<file path="config.mk">
export PLATFORM = sky130hd
export DESIGN_NAME = pipeline_feeder
export DESIGN_NICKNAME = d
export VERILOG_FILES = /design/src/rtl/pipeline_feeder.sv
export SDC_FILE = /design/constraint.sdc
export NUM_CORES = 1
export LEC_CHECK = 0
export ABC_CLOCK_PERIOD_IN_PS = 3900
export CAP_MARGIN = 40
export CORE_ASPECT_RATIO = 0.6
export CORE_UTILIZATION = 40
export DETAILED_ROUTE_END_ITERATION = 10
export SLEW_MARGIN = 20
export SYNTH_ARGS = -nofsm -noshare
export SYNTH_HDL_FRONTEND = slang
export SYNTH_SLANG_ARGS = --single-unit
</file>
<file path="constraint.sdc">
create_clock -name clk -period 3.9 [get_ports clk]
set_input_delay 0.585 -clock clk [delete_from_list [all_inputs] [get_ports clk]]
set_output_delay 0.585 -clock clk [all_outputs]
set_load 0.01 [all_outputs]
</file>
<file path="src/rtl/pipeline_feeder.sv">
// ADC-to-DSP feeder: FIFO-buffers samples, issues one per pipeline round-trip, returns results to the DAC.
// Issue-to-dac_valid >= 3 cycles; a full FIFO drops new samples (overrun). `PIPELINE_FEEDER_LATENCY_EN adds latency ports.
module pipeline_feeder #(
  parameter int data_width     = 16,
  parameter int fifo_depth     = 4,
  parameter int timeout_cycles = 4096
) (
  input  logic                          clk,
  input  logic                          reset,
  input  logic [data_width-1:0]         adc_sample,
  input  logic                          adc_valid,
  output logic [data_width-1:0]         pipe_sample,
  output logic                          pipe_in_valid,
  input  logic                          pipe_ready,
  input  logic [data_width-1:0]         pipe_out_sample,
  output logic [data_width-1:0]         dac_sample,
  output logic                          dac_valid,
  output logic                          overrun,
  output logic                          timeout,
  output logic [15:0]                   drop_count,
  output logic [$clog2(fifo_depth):0]   fifo_level
`ifdef PIPELINE_FEEDER_LATENCY_EN
  ,
  output logic [15:0]                   last_latency,
  output logic [15:0]                   max_latency
`endif
);

  localparam int PW = $clog2(fifo_depth);
  localparam int TW = $clog2(timeout_cycles);
  localparam logic [PW:0]   FULL_CNT = (PW+1)'(fifo_depth);
  localparam logic [TW-1:0] TMO_LAST = TW'(timeout_cycles - 1);

  typedef enum logic [1:0] {IDLE, WAIT_BUSY, WAIT_DONE} state_t;

  state_t                state_q, state_d;
  logic [data_width-1:0] mem_q [fifo_depth];
  logic [PW-1:0]         rd_ptr_q, rd_ptr_d, wr_ptr_q, wr_ptr_d;
  logic [PW:0]           count_q, count_d;
  logic [TW-1:0]         tmo_cnt_q, tmo_cnt_d;
  logic [data_width-1:0] pipe_sample_q, pipe_sample_d;
  logic [data_width-1:0] dac_sample_q, dac_sample_d;
  logic                  pipe_in_valid_q, pipe_in_valid_d;
  logic                  dac_valid_q, dac_valid_d;
  logic                  overrun_q, overrun_d, timeout_q, timeout_d;
  logic [15:0]           drop_count_q, drop_count_d;
  logic                  push, pop, complete;

  // A pop in the same cycle frees a slot, so a push into a full FIFO is still accepted.
  assign pop      = (state_q == IDLE) && (count_q != '0) && pipe_ready;
  assign push     = adc_valid && ((count_q != FULL_CNT) || pop);
  assign complete = (state_q == WAIT_DONE) && pipe_ready;

  always_comb begin
    state_d         = state_q;
    rd_ptr_d        = rd_ptr_q;
    wr_ptr_d        = wr_ptr_q;
    count_d         = count_q + (PW+1)'(push) - (PW+1)'(pop);
    tmo_cnt_d       = tmo_cnt_q;
    pipe_sample_d   = pipe_sample_q;
    dac_sample_d    = dac_sample_q;
    pipe_in_valid_d = 1'b0;
    dac_valid_d     = 1'b0;
    overrun_d       = overrun_q;
    timeout_d       = timeout_q;
    drop_count_d    = drop_count_q;

    if (push) wr_ptr_d = wr_ptr_q + 1'b1;
    if (adc_valid && !push) begin
      overrun_d = 1'b1;
      if (drop_count_q != 16'hFFFF) drop_count_d = drop_count_q + 16'd1;
    end

    case (state_q)
      IDLE: begin
        if (pop) begin
          rd_ptr_d        = rd_ptr_q + 1'b1;
          pipe_sample_d   = mem_q[rd_ptr_q];
          pipe_in_valid_d = 1'b1;
          tmo_cnt_d       = '0;
          state_d         = WAIT_BUSY;
        end
      end
      WAIT_BUSY, WAIT_DONE: begin
        // Ready high during WAIT_BUSY is the pipeline not yet having seen the issue pulse.
        if (complete) begin
          dac_sample_d = pipe_out_sample;
          dac_valid_d  = 1'b1;
          state_d      = IDLE;
        end else if (tmo_cnt_q == TMO_LAST) begin
          timeout_d = 1'b1;
          state_d   = IDLE;
        end else begin
          tmo_cnt_d = tmo_cnt_q + 1'b1;
          if ((state_q == WAIT_BUSY) && !pipe_ready) state_d = WAIT_DONE;
        end
      end
      default: state_d = IDLE;
    endcase
  end

  always_ff @(posedge clk) begin
    if (push) mem_q[wr_ptr_q] <= adc_sample;
  end

  always_ff @(posedge clk or negedge reset) begin
    if (!reset) begin
      state_q         <= IDLE;
      rd_ptr_q        <= '0;
      wr_ptr_q        <= '0;
      count_q         <= '0;
      tmo_cnt_q       <= '0;
      pipe_sample_q   <= '0;
      dac_sample_q    <= '0;
      pipe_in_valid_q <= 1'b0;
      dac_valid_q     <= 1'b0;
      overrun_q       <= 1'b0;
      timeout_q       <= 1'b0;
      drop_count_q    <= '0;
    end else begin
      state_q         <= state_d;
      rd_ptr_q        <= rd_ptr_d;
      wr_ptr_q        <= wr_ptr_d;
      count_q         <= count_d;
      tmo_cnt_q       <= tmo_cnt_d;
      pipe_sample_q   <= pipe_sample_d;
      dac_sample_q    <= dac_sample_d;
      pipe_in_valid_q <= pipe_in_valid_d;
      dac_valid_q     <= dac_valid_d;
      overrun_q       <= overrun_d;
      timeout_q       <= timeout_d;
      drop_count_q    <= drop_count_d;
    end
  end

  assign pipe_sample   = pipe_sample_q;
  assign pipe_in_valid = pipe_in_valid_q;
  assign dac_sample    = dac_sample_q;
  assign dac_valid     = dac_valid_q;
  assign overrun       = overrun_q;
  assign timeout       = timeout_q;
  assign drop_count    = drop_count_q;
  assign fifo_level    = count_q;

`ifdef PIPELINE_FEEDER_LATENCY_EN
  logic [15:0] last_latency_q, last_latency_d, max_latency_q, max_latency_d;
  logic [31:0] lat_full;

  // The pulse cycle counts as 0, so completion lands one cycle after the final count.
  always_comb begin
    lat_full       = 32'(tmo_cnt_q) + 32'd1;
    last_latency_d = last_latency_q;
    max_latency_d  = max_latency_q;
    if (complete) begin
      last_latency_d = (lat_full > 32'h0000_FFFF) ? 16'hFFFF : lat_full[15:0];
      if (last_latency_d > max_latency_q) max_latency_d = last_latency_d;
    end
  end

  always_ff @(posedge clk or negedge reset) begin
    if (!reset) begin
      last_latency_q <= '0;
      max_latency_q  <= '0;
    end else begin
      last_latency_q <= last_latency_d;
      max_latency_q  <= max_latency_d;
    end
  end

  assign last_latency = last_latency_q;
  assign max_latency  = max_latency_q;
`endif

endmodule

</file>
==> impl_metrics.tcl <==
set metrics [dict create \
    antenna_found_initial 0 \
    tightest_slew_ns 0.7835 \
    p_leak_nw 3.016 \
    dr.pass1.iters 4 \
    cts_buffer_depth 2 \
    cts_root_buf "clkbuf_16" \
    final_cell_mix "89 x clkdlybuf4s50_1, 78 x nand2_1, 73 x dfrtp_1, 64 x edfxtp_1" \
    rows 33 \
    fin_nets 565 \
    n_antenna_cell 0 \
    path_delay_family "adder cells" \
    wirelength_um 11580 \
    layout_min_cycle_time_ns 2.582 \
    hp-class "in2async" \
    synth_edf_count 64 \
    clkSinkCount 137 \
    area_delta_synth_final_pct 31.83 \
    io_buffers 90 \
    drtIter0Drc 206 \
    register_area_um2 3749 \
    ios 91 \
    hold_viol 0 \
    grt_pass1_wl_um 18580 \
    powerDensity_nw_per_um2 766.7 \
    grt_pass1_vias 3507 \
    fillers 1127 \
    crit_type "reg2reg" \
    synthDistinctLibCells 51 \
    setup_viol 0 \
    skew_ns 0.01355 \
    path_buf_inv 4 \
    clkTransAtPathRegs_ns 0.06 \
    mostFrequentLayoutCell "clkdlybuf4s50_1" \
    dp_hpwl_um 7941 \
    synthesis.nets 459 \
    die-area_um2 14730 \
    cp_slowest_cell "dfrtp_1" \
    synth-seq-cells 137 \
    yosys_warnings 0 \
    cp_cell_sequence "inv_1 > ha_1 > nand2_2 > or2_1 > buf_4 > inv_1 > ha_1 > inv_1 > ha_1 > fa_1 > xnor2_1 > xnor2_1" \
    cts.htree.levels 4 \
    synth_cells 410 \
    cp-start-kind "flip-flop" \
    cp.required_ns 4.22 \
    cts_tree "built" \
    relSlewSlack_pct 47.77 \
    hold_ws_ns 0.1342 \
    cap_viol_max_count 0 \
    dieWidth_um 156 \
    critical_path.max_stage_delay_ns 0.42 \
    grt-ovfl-total 0 \
    fin_crit_sh_pct 66.22 \
    clock_latency_ns 0.41 \
    core_um2 13750 \
    endpoint_kind "flip-flop" \
    ys.flop_type "dfrtp_1" \
    fin_setup_tns_ns 0 \
    routedWlPerCell_um 16.07 \
    run_status "finished, final reports clean" \
    final_layout_size_suffix_gt1_share_pct 14.56 \
    synthesis.area_um2 5692 \
    ir_worst_vdd_mv 0.3441 \
    via_count 3555 \
    yosysSeqAreaShare_pct 65.86 \
    cts_hold_buf 0 \
    multi_input_area_um2 1841 \
    dieHeight_um 94.40 \
    critical_path_arrival_ns 2.90 \
    avgSynthCellArea_um2 13.88 \
    start_util_pct 41.40 \
    routed_via_density 4.931 \
    gp_congestion 0.7862 \
    ys_async_sr_fraction_pct 53.28 \
    fmax_ghz 0.3872 \
    ant_nets 0 \
    slew_viol_final 0 \
    drc_errors 0 \
    grt_max_degree 40 \
    cts_resized 0 \
    post-cts-setup-buffers 0 \
    cts_inserted_buffers 17 \
    grtUsageTotal_pct 17.05 \
    rsz0062_at_grt "false" \
    path_max_fanout 19 \
]
## area by class of cell
cell class,count,share of cell area [%]
Clock inverter,9,1.134
Tap cell,192,3.202
Clock buffer,23,6.670
Timing Repair Buffer,99,13.81
Multi-Input combinational cell,247,24.53
Inverter,14,0.7003
Sequential cell,137,49.96
## logic make-up (layout without fill, tap and decap cells)
group / count (synthesis) / count (layout) / share of synthesized area, %
AO/OA/AOI/OAI: 25 / 25 / 3.078
XOR/XNOR: 15 / 15 / 2.308
adder cells (fa/ha/maj): 13 / 13 / 2.990
buffers and inverters: 26 / 145 / 1.803
flip-flops: 137 / 137 / 65.86
multiplexers: 34 / 34 / 9.892
AND/OR/NAND/NOR: 160 / 160 / 14.07
## final timing paths
check | start | end | slack [ns] | cells past startpoint
setup reg to reg | state_q[0] | fifo_level[2] | 1.32 | 12
hold / removal | reset | tmo_cnt_q[10] | 0.13 | 1
setup / recovery | state_q[0] | fifo_level[2] | 1.32 | 12
max in group asynchronous | reset | drop_count[10] | 3.20 | 2
min in group clk | timeout | timeout | 0.47 | 1
hold reg to reg | timeout | timeout | 0.47 | 1
## report_power, final
group,total [W],switching (W),internal (W)
Clock,0.00158,0.000607,0.000974
Combinational,0.00191,0.000910,0.000996
Sequential,0.00227,0.000293,0.00197
## state kept, by name, summed over array words and instances (netlist names)
register,flops
state_q,2
dac_sample,16
overrun,1
fifo_level,3
wr_ptr_q,2
tmo_cnt_q,12
drop_count,16
timeout,1
mem_q,64
pipe_sample,16
dac_valid,1
pipe_in_valid,1
rd_ptr_q,2
## metrics by stage
| step | power [W] | util [%] | area [um^2] | setup WS [ns] | std cells |
|---|---|---|---|---|---|
| 2_1_floorplan | 0.003338 | - | 5692 | 1.197 | 410 |
| 3_3_place_gp | 0.004062 | 49.42 | 6795 | 0.9907 | 682 |
| 3_5_place_dp | 0.004207 | 50.20 | 6903 | 0.9449 | 688 |
| 4_1_cts | 0.005813 | 54.46 | 7488 | 1.295 | 720 |
| 5_1_grt | 0.006093 | 54.57 | 7503 | 1.154 | 721 |
| 6_report | 0.005753 | 54.57 | 7503 | 1.318 | 721 |
## synthesized netlist by cell type (2+ instances only)
library cell / instances / area (um^2)
nand3_1: 19 / 95.09
nor3b_1: 3 / 22.52
buf_2: 4 / 20.02
nand4_1: 5 / 31.28
edfxtp_1: 64 / 1922
dfrtp_1: 73 / 1827
o21ai_1: 3 / 15.01
inv_1: 13 / 48.80
a21oi_1: 4 / 20.02
xor2_1: 5 / 43.79
nand2_1: 78 / 292.8
or4_1: 4 / 30.03
nor2_1: 9 / 33.78
nor4_1: 2 / 12.51
mux2_1: 2 / 22.52
and4_1: 4 / 35.03
clkbuf_1: 7 / 26.28
nor3_1: 3 / 15.01
and2_1: 6 / 37.54
nand2b_1: 2 / 12.51
nand3b_1: 4 / 30.03
mux4_2: 16 / 360.4
nor2b_1: 2 / 12.51
o21ai_0: 4 / 20.02
o221ai_1: 4 / 35.03
xnor2_1: 10 / 87.58
ha_1: 12 / 150.1
mux2_2: 16 / 180.2
and3_1: 10 / 62.56
## per-layer routing
metal	GRT usage (%)	part of all wire [%]
met1	24.36	51
met4	6.618	0.53
met3	4.727	4.3
met5	0	0
met2	24.74	44
(Power assumes the default switching activity.)
